==> src/rtl/bft_pkg.sv <==
// Shared BFT definitions: packet layout, receiver buffer depth and control port code,
// reused by both the sender and the leaf-side blocks.
package bft_pkg;

    localparam int BFT_PACKET_BITS  = 49;
    localparam int BFT_PAYLOAD_BITS = 32;
    localparam int BFT_LEAF_BITS    = 5;
    localparam int BFT_PORT_BITS    = 4;
    localparam int BFT_ADDR_BITS    = 7;
    localparam int BFT_DEPTH        = 2 ** BFT_ADDR_BITS;

    localparam int VLD_BIT  = 48;
    localparam int LEAF_LSB = 43;
    localparam int PORT_LSB = 39;
    localparam int ADDR_LSB = 32;

    localparam logic [BFT_PORT_BITS-1:0] CTRL_PORT = '0;

    typedef struct packed {
        logic                        vld;
        logic [BFT_LEAF_BITS-1:0]    leaf;
        logic [BFT_PORT_BITS-1:0]    port;
        logic [BFT_ADDR_BITS-1:0]    addr;
        logic [BFT_PAYLOAD_BITS-1:0] payload;
    } bft_packet_t;

    typedef enum logic {
        ST_IDLE,
        ST_RUN
    } sender_state_t;

endpackage

==> src/rtl/bft_stream_sender_if.sv <==
// AXI-stream style word handshake between a producer (master) and the BFT sender (slave).
interface bft_stream_sender_if #(
    parameter int DATA_BITS = 32
);
    logic [DATA_BITS-1:0] TDATA;
    logic                 TVALID;
    logic                 TREADY;

    modport master (output TDATA, output TVALID, input TREADY);
    modport slave  (input TDATA, input TVALID, output TREADY);
endinterface

==> src/rtl/bft_credit_counter.sv <==
// Saturating credit register for the leaf receive buffer, with a sticky overflow flag.
module bft_credit_counter
    import bft_pkg::*;
(
    input  logic       clk,
    input  logic       rst_n,
    input  logic       send,
    input  logic [7:0] upd,
    output logic [7:0] credit,
    output logic       credit_err
);

    localparam logic [8:0] MAX_CREDIT = 9'(BFT_DEPTH);

    logic [8:0] credit_next;

    // Nine bits so an oversized update is visible before saturation.
    assign credit_next = {1'b0, credit} - {8'd0, send} + {1'b0, upd};

    always_ff @(posedge clk or negedge rst_n) begin
        if (!rst_n) begin
            credit     <= MAX_CREDIT[7:0];
            credit_err <= 1'b0;
        end else if (credit_next > MAX_CREDIT) begin
            credit     <= MAX_CREDIT[7:0];
            credit_err <= 1'b1;
        end else begin
            credit     <= credit_next[7:0];
        end
    end

endmodule

==> src/rtl/bft_stream_sender.sv <==
// Packs stream words into BFT packets for one destination leaf port under credit control.
// Define BFT_SENDER_STATS_EN to add the pkt_count and stall_count outputs.
module bft_stream_sender
    import bft_pkg::*;
#(
    parameter int PACKET_BITS   = BFT_PACKET_BITS,
    parameter int PAYLOAD_BITS  = BFT_PAYLOAD_BITS,
    parameter int NUM_LEAF_BITS = BFT_LEAF_BITS,
    parameter int NUM_PORT_BITS = BFT_PORT_BITS,
    parameter int NUM_ADDR_BITS = BFT_ADDR_BITS,
    parameter logic [NUM_LEAF_BITS-1:0] SELF_LEAF = '0
) (
    input  logic                     ap_clk,
    input  logic                     ap_rst_n,
    input  logic                     ap_start,
    input  logic [NUM_LEAF_BITS-1:0] cfg_dest_leaf,
    input  logic [NUM_PORT_BITS-1:0] cfg_dest_port,
    bft_stream_sender_if.slave       s,
    input  logic [PACKET_BITS-1:0]   din_leaf_bft2sender,
    output logic [PACKET_BITS-1:0]   dout_sender2bft,
    output logic [7:0]               credit,
`ifdef BFT_SENDER_STATS_EN
    output logic [31:0]              pkt_count,
    output logic [31:0]              stall_count,
`endif
    output logic                     credit_err
);

    sender_state_t            state;
    sender_state_t            state_next;
    logic [NUM_LEAF_BITS-1:0] dest_leaf;
    logic [NUM_PORT_BITS-1:0] dest_port;
    logic [NUM_ADDR_BITS-1:0] wr_addr;
    logic                     send;
    logic                     upd_hit;
    logic [7:0]               upd_amount;
    logic                     unused_din;
    bft_packet_t              tx_pkt;

    always_ff @(posedge ap_clk or negedge ap_rst_n) begin
        if (!ap_rst_n) begin
            state <= ST_IDLE;
        end else begin
            state <= state_next;
        end
    end

    always_comb begin
        state_next = state;
        s.TREADY   = 1'b0;
        case (state)
            ST_IDLE: begin
                if (ap_start) state_next = ST_RUN;
            end
            ST_RUN: begin
                s.TREADY = (credit != 8'd0);
                if (!ap_start) state_next = ST_IDLE;
            end
            default: state_next = ST_IDLE;
        endcase
    end

    assign send = s.TVALID & s.TREADY;

    // Freespace updates come back addressed to our own leaf on the control port.
    assign upd_hit = din_leaf_bft2sender[VLD_BIT]
                  && (din_leaf_bft2sender[LEAF_LSB +: NUM_LEAF_BITS] == SELF_LEAF)
                  && (din_leaf_bft2sender[PORT_LSB +: NUM_PORT_BITS] == CTRL_PORT);
    assign upd_amount = upd_hit ? din_leaf_bft2sender[7:0] : 8'd0;
    assign unused_din = ^din_leaf_bft2sender[ADDR_LSB+NUM_ADDR_BITS-1:8];

    always_ff @(posedge ap_clk or negedge ap_rst_n) begin
        if (!ap_rst_n) begin
            dest_leaf <= '0;
            dest_port <= '0;
        end else if (state == ST_IDLE && ap_start) begin
            dest_leaf <= cfg_dest_leaf;
            dest_port <= cfg_dest_port;
        end
    end

    assign tx_pkt = '{vld: 1'b1, leaf: dest_leaf, port: dest_port,
                      addr: wr_addr, payload: s.TDATA[PAYLOAD_BITS-1:0]};

    always_ff @(posedge ap_clk or negedge ap_rst_n) begin
        if (!ap_rst_n) begin
            dout_sender2bft <= '0;
            wr_addr         <= '0;
        end else begin
            dout_sender2bft <= send ? tx_pkt : '0;
            if (send) wr_addr <= wr_addr + NUM_ADDR_BITS'(1);
        end
    end

    bft_credit_counter u_credit (
        .clk        (ap_clk),
        .rst_n      (ap_rst_n),
        .send       (send),
        .upd        (upd_amount),
        .credit     (credit),
        .credit_err (credit_err)
    );

`ifdef BFT_SENDER_STATS_EN
    always_ff @(posedge ap_clk or negedge ap_rst_n) begin
        if (!ap_rst_n) begin
            pkt_count   <= '0;
            stall_count <= '0;
        end else begin
            if (send) pkt_count <= pkt_count + 32'd1;
            if (state == ST_RUN && s.TVALID && credit == 8'd0)
                stall_count <= stall_count + 32'd1;
        end
    end
`endif

endmodule
==> src/flat_wrapper.sv <==
// flat-port wrapper written by rule: the top's interface ports become plain ports
module bft_stream_sender_flat import bft_pkg::*;
#(
    parameter int PACKET_BITS   = BFT_PACKET_BITS,
    parameter int PAYLOAD_BITS  = BFT_PAYLOAD_BITS,
    parameter int NUM_LEAF_BITS = BFT_LEAF_BITS,
    parameter int NUM_PORT_BITS = BFT_PORT_BITS,
    parameter int NUM_ADDR_BITS = BFT_ADDR_BITS,
    parameter logic [NUM_LEAF_BITS-1:0] SELF_LEAF = '0
)
  (ap_clk, ap_rst_n, ap_start, cfg_dest_leaf, cfg_dest_port, din_leaf_bft2sender, dout_sender2bft, credit, credit_err, s_TDATA, s_TVALID, s_TREADY);
  bft_stream_sender_if s_i ();
  input  logic ap_clk;
  input  logic ap_rst_n;
  input  logic ap_start;
  input  logic [NUM_LEAF_BITS-1:0] cfg_dest_leaf;
  input  logic [NUM_PORT_BITS-1:0] cfg_dest_port;
  input  logic [PACKET_BITS-1:0] din_leaf_bft2sender;
  output logic [PACKET_BITS-1:0] dout_sender2bft;
  output logic [7:0] credit;
  output logic credit_err;
  input wire logic [$bits(s_i.TDATA)-1:0] s_TDATA;
  input wire logic [$bits(s_i.TVALID)-1:0] s_TVALID;
  output wire logic [$bits(s_i.TREADY)-1:0] s_TREADY;
  assign s_i.TDATA = s_TDATA;
  assign s_i.TVALID = s_TVALID;
  assign s_TREADY = s_i.TREADY;
  bft_stream_sender #(.PACKET_BITS(PACKET_BITS), .PAYLOAD_BITS(PAYLOAD_BITS), .NUM_LEAF_BITS(NUM_LEAF_BITS), .NUM_PORT_BITS(NUM_PORT_BITS), .NUM_ADDR_BITS(NUM_ADDR_BITS), .SELF_LEAF(SELF_LEAF)) u_core (.ap_clk(ap_clk), .ap_rst_n(ap_rst_n), .ap_start(ap_start), .cfg_dest_leaf(cfg_dest_leaf), .cfg_dest_port(cfg_dest_port), .s(s_i), .din_leaf_bft2sender(din_leaf_bft2sender), .dout_sender2bft(dout_sender2bft), .credit(credit), .credit_err(credit_err));
endmodule
==> config.mk <==
export PLATFORM = sky130hd
export DESIGN_NAME = bft_stream_sender_flat
export DESIGN_NICKNAME = d
export VERILOG_FILES = /design/src/rtl/bft_pkg.sv /design/src/rtl/bft_stream_sender_if.sv /design/src/rtl/bft_credit_counter.sv /design/src/rtl/bft_stream_sender.sv /design/src/flat_wrapper.sv
export SDC_FILE = /design/constraint.sdc
export NUM_CORES = 1
export LEC_CHECK = 0
export BUFFER_PORTS_ARGS = -buffer_cell sky130_fd_sc_hd__buf_2
export CAP_MARGIN = 20
export CELL_PAD_IN_SITES_DETAIL_PLACEMENT = 0
export CELL_PAD_IN_SITES_GLOBAL_PLACEMENT = 1
export CORE_UTILIZATION = 32
export CTS_CLUSTER_SIZE = 25
export DETAILED_ROUTE_END_ITERATION = 8
export PLACE_DENSITY_LB_ADDON = 0.15
export SYNTH_ARGS = -nofsm -noshare
export SYNTH_HDL_FRONTEND = slang
export SYNTH_HIERARCHICAL = 1
export SYNTH_SLANG_ARGS = --single-unit
==> constraint.sdc <==
create_clock -name ap_clk -period 3.6 [get_ports ap_clk]
set_clock_uncertainty 0.2 [all_clocks]
set_input_delay 0 -clock ap_clk [delete_from_list [all_inputs] [get_ports ap_clk]]
set_output_delay 0 -clock ap_clk [all_outputs]
set_load 0.03 [all_outputs]
# ---- Word-level counts from Yosys, hierarchy flattened
# Index checks and enable logic that the tools add are counted.
dict set report totals {
  reg_bits 75
  word_cells 24
}
dict set report op_classes {
  n_reduce_logical 6
  bitwise 2
  n_lt_le_gt_ge 1
  n_mux 5
  add_sub_neg 3
}
# op n
set op_table {}
lappend op_table {{49-bit two-way mux} 1}
lappend op_table {{8-bit two-way mux} 2}
lappend op_table {{9-bit by 8-bit adder with 9-bit output} 1}
lappend op_table {{9-bit by 8-bit greater-than comparator with 1-bit output (second input constant)} 1}
lappend op_table {{8-bit by 1-bit subtractor with 9-bit output} 1}
lappend op_table {{8-bit nonzero test} 1}
lappend op_table {{7-bit by 1-bit adder with 7-bit output (second input constant)} 1}
lappend op_table {{5-bit zero test} 1}
lappend op_table {{4-bit zero test} 1}
lappend op_table {{1-bit logical AND} 3}
lappend op_table {{1-bit two-way mux} 2}
lappend op_table {{1-bit bitwise AND} 1}
lappend op_table {{1-bit NOT} 1}

# ---- Logic depth before layout (Yosys ltp)
# Gate-level depths: netlist of the first run.
dict set report logic_depth {
  depth_word 7
  depth_mapped 15
}

# ---- Cells and area by module
# Netlist of the first run, hierarchy kept.
# mod n_inst cells_each area_per_inst_um2
set by_module_without_submodules {}
lappend by_module_without_submodules {bft_stream_sender 1 162 2387.3}
lappend by_module_without_submodules {bft_credit_counter 1 110 890.9}

# ---- Worst setup path before layout of the first run
# OpenSTA, ideal clock, no wires.
dict set report synth_timing {
  kind {register -> register}
  from {register u_core.u_credit.credit[1]}
  to {register u_core.u_credit.credit_err}
  required_time_ns 3.269
  period_less_slack_ns 3.630
  t_arrival_ns 3.298
  stages_incl_launch_ff 14
  setup_slack_ns -0.030
  path_cell_list {dfrtp_1 > nor4_4 > a21oi_4 > buf_6 > ha_1 > inv_1 > ha_1 > fa_1 > a21oi_2 > o21bai_1 > a211oi_2 > a311oi_1 > o31a_1 > or3_1}
}
dict set report synth_between {
  elab_chain_len 6
}
# item line
set synth_rtl {}
lappend synth_rtl {{from (decl)} bft_credit_counter.sv:9} ;# output logic [7:0] credit,
lappend synth_rtl {{from (signal assigned)} bft_credit_counter.sv:22} ;# credit <= MAX_CREDIT[7:0];
lappend synth_rtl {{from (signal assigned)} bft_credit_counter.sv:25} ;# credit <= MAX_CREDIT[7:0];
lappend synth_rtl {{from (signal assigned)} bft_credit_counter.sv:28} ;# credit <= credit_next[7:0];
lappend synth_rtl {{8-bit nonzero test} bft_stream_sender.sv:56} ;# s.TREADY = (credit != 8'd0);
lappend synth_rtl {{1-bit two-way mux} bft_stream_sender.sv:51} ;# case (state)
lappend synth_rtl {{1-bit bitwise AND} bft_stream_sender.sv:63} ;# assign send = s.TVALID & s.TREADY;
lappend synth_rtl {{via u_core.send} bft_stream_sender.sv:34} ;# logic send;
lappend synth_rtl {{8-bit by 1-bit subtractor with 9-bit output} bft_credit_counter.sv:18} ;# assign credit_next = {1'b0, credit} - {8'd0, send} + {1'b0, upd};
lappend synth_rtl {{9-bit by 8-bit adder with 9-bit output} bft_credit_counter.sv:18}
lappend synth_rtl {{9-bit by 8-bit greater-than comparator with 1-bit output} bft_credit_counter.sv:24} ;# end else if (credit_next > MAX_CREDIT) begin
lappend synth_rtl {{to (signal assigned)} bft_credit_counter.sv:23} ;# credit_err <= 1'b0;
lappend synth_rtl {{to (signal assigned)} bft_credit_counter.sv:26} ;# credit_err <= 1'b1;
lappend synth_rtl {{to (decl)} bft_credit_counter.sv:10} ;# output logic credit_err
# The timed path passes the listed nets, and every way through them passes these cells.
# A chain may end at the register's enable or synchronous reset.

# ---- Worst setup path in the final report of the first run
dict set report layout_timing {
  from {register u_core.u_credit.credit[4]}
  to {register u_core.u_credit.credit_err}
}
dict set report layout_between {
  elab_chain_len 6
}
# item line
set layout_rtl {}
lappend layout_rtl {{8-bit nonzero test} bft_stream_sender.sv:56}
lappend layout_rtl {{1-bit two-way mux} bft_stream_sender.sv:51}
lappend layout_rtl {{1-bit bitwise AND} bft_stream_sender.sv:63}
lappend layout_rtl {{8-bit by 1-bit subtractor with 9-bit output (*)} bft_credit_counter.sv:18}
lappend layout_rtl {{9-bit by 8-bit adder with 9-bit output (*)} bft_credit_counter.sv:18}
lappend layout_rtl {{9-bit by 8-bit greater-than comparator with 1-bit output (*)} bft_credit_counter.sv:24}
# Every way passes the cells marked *; elsewhere a longest branch is shown, timed or not.

==> out/summary.txt, run 1 <==
outcome: finished, final reports clean
CP Max Fanout: 3
Clock Tree Buf Depth: 2
Initial Utilization: 0.332
Core Region: 0.00986 mm²
sequential element share of the synthesized area: 0.573
vias in the first global route: 2463
Fin Setup TNS: 0 ps
Die Ht: 103 µm
synthesized instance count: 272
final hold viol count: 0
vias: 2436
static leakage: 0.00246 µW
Antenna Cells: 0
cell area after layout: 0.00466 mm²
PwrDens: 611 mW/mm²
Max Cap Viol: 0
most frequent cells in the layout: buf_2 (120), dfrtp_1 (70), and2_1 (57)
r2r startpoint: u_core/u_credit/credit[4]
CTS tree: yes
placed cell count: 522
row cnt: 36
maximum vdd drop: 0.300 mV
area delta synth->final: 42.1%
synth warn: 6
Post-DP Area: 0.00401 mm²
H-tree Lvls: 3
f_max: 294 MHz
Mean Syn Cell Area: 12.1 µm²
CTS buffer count: 9
Synth cell types: 39
1st-iter DRT viols: 83
first-pass GRT wire length: 10900 µm
final setup vio count: 0
EDFF count, synth: 0
clk sinks: 75
crit path kind: flip-flop to flip-flop
worst reg2reg setup slack: 190 ps
Finished Core Util: 0.472
drt total wl: 6740 µm
critical path launch point: u_core/u_credit/credit[4]
antenna violations before repair: 0
Post-route DRC: 0
Hold Crit Start: ap_start
leading cell type in the layout, fill and taps excluded: buf_2
post-synthesis cell area: 0.00328 mm²
WL/cell: 11.6 µm
main flop type after synthesis: dfrtp_1
arrival time worst endpoint: 3430 ps
die area: 0.0107 mm²
Slew Viols, Final: 0
aggregate global-route resource usage: 0.134
worst slew pin tran: 938 ps
grt total ovfl: 0
relative slew slack: 0.375
Clk Latency, worst-skew pair: 340 ps
syn nets: 384
fin crit period: 3410 ps
post-DP HPWL: 4510 µm
final period utilization: 0.946
Reg clk slew, reported paths: 80 ps
clock root cell: clkbuf_8
Pwr Total: 2840 µW
CP Data Required Time: 3620 ps
post-route ant nets: 0
DIE WIDTH: 103 µm
DRT Pass-1 Iters: 3
Final GP Congestion: 0.760
ys async rst share: 1.00
RSZ-0062 raised after global routing: no
Hold WC Path Type: primary input to flip-flop
I/O pins: 153
Post-Layout Cell Count: 582
Yosys reg bits: 75
IO buf count: 121
NumNets Final: 557
largest net degree at the start of global routing: 76
crit end category: flip-flop
layout cells sized above 1: 0.347
routed vias/inst: 4.19
Worst Setup Start Kind: flip-flop
area by class of cell:
class | instances | area (µm²)
tap | 133 | 166
inverter | 36 | 135
timing repair buffer | 169 | 1080
multi-input combinational | 154 | 1210
clock inverter | 6 | 65.1
fill | 970 | 5200
sequential | 75 | 1880
clock buffer | 9 | 124
worst max-delay path, cell delays in order, from the launching register on:
cell      delay, ps
dfrtp_2         440
nor4_4          400
a21oi_4          90
ha_1            290
inv_1            40
ha_1            210
fa_2            370
a21oi_2         190
o21bai_1        110
a211oi_2        240
a311oi_2         70
o31a_1          330
or3_1           300
cells in the mapped netlist, types with 2 or more instances:
master    number  area (µm²)
nor3_1         2        10.0
ha_1          17         213
xnor2_1        7        61.3
o21ai_0        2        10.0
nand3_1        6        30.0
nor4_4         2        42.5
nand4_1        2        12.5
dfrtp_1       74        1850
buf_6          5        56.3
a21oi_1        5        25.0
o21bai_1       2        15.0
nor4_1         2        12.5
inv_1         36         135
a21o_1         2        15.0
nand2_1        7        26.3
xor2_1         5        43.8
nor2b_1        2        12.5
or2_1          2        12.5
and2_1        57         357
mux2_1         9         101
nor2_1         7        26.3
buf_2          2        10.0
kinds of logic after synthesis:
logic type      count (synthesis)  share of synthesized area
buf+inv                        43                     0.0614
flops                          75                      0.573
compound gates                 22                     0.0542
fa+ha+maj                      18                     0.0710
xor+xnor                       12                     0.0321
mux                            10                     0.0355
simple gates                   92                      0.173
where the power goes:
group | leakage, µW | switching (µW) | internal [µW] | total (µW)
registers | 0.000976 | 84.3 | 976 | 1060
logic | 0.00139 | 667 | 492 | 1160
clock network | 0.0000955 | 309 | 317 | 626
path summary, 6_finish.rpt:
check                                             endpoint  depth (start not counted)
worst max-delay path            u_core/u_credit/credit_err                         12
worst min-delay path                          u_core/state                          2
worst max register to register  u_core/u_credit/credit_err                         12
worst min register to register           u_core/wr_addr[6]                          1
max in group asynchronous        u_core/u_credit/credit[2]                          2
min in group asynchronous        u_core/dout_sender2bft[9]                          2
metal layers:
layer	track usage	vias to the layer above	wire length [µm]
met4	0.0618	0	93
met2	0.220	80	3160
met3	0.0336	7	434
li1	-	1214	-
met5	0	-	0
met1	0.165	1135	3050
flip-flops by register name (all words and copies together), names as in the netlist:
signal	flops
u_core/dout_sender2bft	49
u_core/u_credit/credit	8
u_core/wr_addr	7
u_core/dest_leaf	5
u_core/dest_port	4
u_core/state	1
u_core/u_credit/credit_err	1
metrics by stage:
stage	hold slack, ps	setup WS [ps]
after global routing	141	35.2
after global placement	-79.4	100
after floorplan	-496	20.3
after CTS	107	79.2
after detailed placement	-72.3	103
final	125	194
timing repair:
action	in CTS	in global routing
gates resized for setup	0	2
endpoints found under the hold margin	118	0
setup buffers	0	1
endpoints found under the setup margin	0	4
hold buffers	44	0
Power figures use the tool's default switching activity.
==> run 2: changes to the inputs <==
--- a/config.mk
+++ b/config.mk
@@ -9,11 +9,10 @@
 export CAP_MARGIN = 20
 export CELL_PAD_IN_SITES_DETAIL_PLACEMENT = 0
 export CELL_PAD_IN_SITES_GLOBAL_PLACEMENT = 1
-export CORE_UTILIZATION = 32
+export CORE_UTILIZATION = 31
 export CTS_CLUSTER_SIZE = 25
 export DETAILED_ROUTE_END_ITERATION = 8
 export PLACE_DENSITY_LB_ADDON = 0.15
 export SYNTH_ARGS = -nofsm -noshare
 export SYNTH_HDL_FRONTEND = slang
-export SYNTH_HIERARCHICAL = 1
 export SYNTH_SLANG_ARGS = --single-unit
==> out/summary.txt, run 2 <==
DIE WIDTH: 103 µm (about the same)
ys async rst share: 1.00 (unchanged)
Post-route DRC: 0 (unchanged)
post-synthesis cell area: 0.00316 mm² (was 0.00328 mm²)
Clk Latency, worst-skew pair: 350 ps (was 340 ps)
critical path's top delay family: simple AND/OR/NAND/NOR gates (was compound AO/OA/AOI/OAI gates)
clock root cell: clkbuf_8 (unchanged)
I/O pins: 153 (unchanged)
area delta synth->final: 50.5% (was 42.1%)
combinational share of power: 0.431 (was 0.407)
commonest cells in the netlist: dfrtp_1 (74), and3_1 (50), inv_1 (28) (was dfrtp_1 (74), and2_1 (57), inv_1 (36))
sequential element share of the synthesized area: 0.594 (was 0.573)
synth warn: 0 (was 6)
leading cell type in the layout, fill and taps excluded: buf_2 (unchanged)
placed cell count: 520 (was 522)
largest net degree at the start of global routing: 76 (unchanged)
Worst path max stage delay: 440 ps (about the same)
Clock power frac: 0.223 (was 0.220)
WL/cell: 13.2 µm (was 11.6 µm)
Yosys reg bits: 75 (unchanged)
Die Ht: 103 µm (about the same)
most frequent cells in the layout: buf_2 (120), dfrtp_1 (70), and3_1 (50) (was buf_2 (120), dfrtp_1 (70), and2_1 (57))
top cell type's share of synthesized area: 0.585 (was 0.565)
Antenna Cells: 0 (unchanged)
Core Region: 0.00982 mm² (was 0.00986 mm²)
top flop regs: u_core.dout_sender2bft (49), u_core.u_credit.credit (8), u_core.wr_addr (7) (was u_core/dout_sender2bft (49), u_core/u_credit/credit (8), u_core/wr_addr (7))
aggregate global-route resource usage: 0.146 (was 0.134)
antenna violations before repair: 0 (unchanged)
Reg clk slew, reported paths: 90 ps (was 80 ps)
relative slew slack: 0.375 (about the same)
drt total wl: 7700 µm (was 6740 µm)
row cnt: 36 (unchanged)
NetSw: 1150 µW (was 1060 µW)
Reg power frac: 0.346 (was 0.373)
synth top area cells: dfrtp_1 (59%), and3_1 (9.9%), ha_1 (6.7%), mux2_2 (3.6%), inv_1 (3.3%) (was dfrtp_1 (56%), and2_1 (11%), ha_1 (6.5%), inv_1 (4.1%), mux2_1 (3.1%))
PwrDens: 641 mW/mm² (was 611 mW/mm²)
first-pass GRT wire length: 11600 µm (was 10900 µm)
H-tree Lvls: 3 (unchanged)
Final GP Congestion: 0.745 (was 0.760)
final setup vio count: 0 (unchanged)
critical-path cell list: nor4_4, buf_4, a21boi_4, and2_4, ha_4, inv_2, ha_4, fa_2, a21oi_4, o21bai_4, xnor2_2, nand3_1, o31a_1, or3_1 (was nor4_4, a21oi_4, ha_1, inv_1, ha_1, fa_2, a21oi_2, o21bai_1, a211oi_2, a311oi_2, o31a_1, or3_1)
Largest Register: u_core.dout_sender2bft (was u_core/dout_sender2bft)
IO buf count: 121 (unchanged)
crit path kind: flip-flop to flip-flop (unchanged)
max reg flops: 49 (unchanged)
main flop type after synthesis: dfrtp_1 (unchanged)
Fin Setup TNS: 0 ps (unchanged)
RSZ-0062 raised after global routing: yes (was no)
CP Max Fanout: 3 (unchanged)
Int Power: 1900 µW (was 1790 µW)
DRT Pass-1 Iters: 4 (was 3)
vias: 2590 (was 2436)
final period utilization: 0.972 (was 0.946)
EDFF count, synth: 0 (unchanged)
CP Data Required Time: 3630 ps (was 3620 ps)
crit end category: flip-flop (unchanged)
maximum vdd drop: 0.278 mV (was 0.300 mV)
Post-Layout Cell Count: 585 (was 582)
critical path's slowest cell: dfrtp_1 (was dfrtp_2)
post-DP HPWL: 4760 µm (was 4510 µm)
Slew Viols, Final: 0 (unchanged)
1st-iter DRT viols: 24 (was 83)
Clock Tree Buf Depth: 2 (unchanged)
vias in the first global route: 2445 (was 2463)
Finished Core Util: 0.485 (was 0.472)
arrival time worst endpoint: 3530 ps (was 3430 ps)
Initial Utilization: 0.322 (was 0.332)
Net Sw Frac: 0.378 (was 0.373)
CTS buffer count: 9 (unchanged)
die area: 0.0106 mm² (was 0.0107 mm²)
Buf+Inv Stages, Crit Path: 2 (was 1)
Mean Syn Cell Area: 11.7 µm² (was 12.1 µm²)
layout cells sized above 1: 0.405 (was 0.347)
Synth cell types: 35 (was 39)
final hold viol count: 0 (unchanged)
clk sinks: 75 (unchanged)
f_max: 286 MHz (was 294 MHz)
routed vias/inst: 4.43 (was 4.19)
Hold WC Path Type: primary input to flip-flop (unchanged)
NumNets Final: 559 (was 557)
synthesized instance count: 270 (was 272)
post-route ant nets: 0 (unchanged)
static leakage: 0.00264 µW (was 0.00246 µW)
grt total ovfl: 0 (unchanged)
syn nets: 382 (was 384)
Max Cap Viol: 0 (unchanged)
cell taking the most area after synthesis: dfrtp_1 (unchanged)
CP most frequent cell: ha_4 (was ha_1)
fin crit period: 3500 ps (was 3410 ps)
worst slew pin tran: 938 ps (about the same)
count leader, synth: dfrtp_1 (unchanged)
CTS tree: yes (unchanged)
outcome: finished, final reports clean (unchanged)
Worst Setup Start Kind: flip-flop (unchanged)
-- run 2: what timing repair did --
| action | 4_1_cts | 5_1_grt |
|---|---|---|
| buffers inserted | 0 | 4 |
| pin swaps | 0 | 12 |
| hold buffers | 45 | 0 |
| setup endpoints to repair | 4 | 8 |
| endpoints found under the hold margin | 119 | 0 |
| resized for setup | 1 | 14 |
-- run 2: path summary, 6_finish.rpt --
path                                      startpoint                          to  slack (ps)  cells after the start
min                           din_leaf_bft2sender[7]   u_core.u_credit.credit[1]          90                      6
max                        u_core.u_credit.credit[3]  u_core.u_credit.credit_err         100                     14
max reg2reg                u_core.u_credit.credit[3]  u_core.u_credit.credit_err         100                     14
min reg2reg                        u_core.wr_addr[4]           u_core.wr_addr[4]         270                      1
min in group asynchronous                   ap_rst_n   u_core.dout_sender2bft[0]         130                      2
max in group asynchronous                   ap_rst_n   u_core.u_credit.credit[0]        2390                      2
-- run 2: worst min-delay path: stages --
cell	delay [ps]
buf_2	90
nand2_1	50
ha_1	210
xnor2_1	140
nand2_1	80
nor2_1	40
-- run 2: layout make-up --
class	instances	area (µm²)
Tap cell	133	166
Fill cell	946	5060
Clock inverter	7	82.6
Timing Repair Buffer	180	1160
Sequential cell	75	1880
Inverter	28	105
Clock buffer	9	124
Multi-Input combinational cell	153	1240
-- run 2: cell families after synthesis --
family                   share of synthesized area
AND/OR/NAND/NOR                              0.164
flip-flops                                   0.594
buffers and inverters                       0.0502
AO/OA/AOI/OAI                               0.0494
adder cells (fa/ha/maj)                     0.0735
XOR/XNOR                                    0.0332
multiplexers                                0.0356
-- run 2: routing by layer --
layer / track usage / up-vias / share of wire
li1: - / 1256 / -
met1: 0.170 / 1233 / 0.42
met2: 0.255 / 93 / 0.50
met3: 0.0468 / 8 / 0.075
met4: 0.0498 / 0 / 0.011
met5: 0 / - / 0
-- run 2: power by group through the flow --
stage | sequential, µW | combinational [µW] | clock [µW]
2_1_floorplan | 1210 | 650 | 0
3_3_place_gp | 1060 | 1170 | 0
3_5_place_dp | 1060 | 1180 | 0
4_1_cts | 1050 | 1230 | 713
5_1_grt | 1070 | 1460 | 742
6_report | 1060 | 1310 | 680
-- run 2: through the flow --
step | hold WS [ps] | instance area (µm²) | setup WS (ps) | total power (µW)
5_1_grt | 103 | 4760 | -37.2 | 3280
3_3_place_gp | -79.5 | 3980 | -85.1 | 2230
3_5_place_dp | -76.2 | 3980 | -28.2 | 2240
4_1_cts | 77.7 | 4640 | 5.52 | 2990
6_report | 89.1 | 4760 | 101 | 3050
2_1_floorplan | -496 | 3170 | 15.0 | 1860
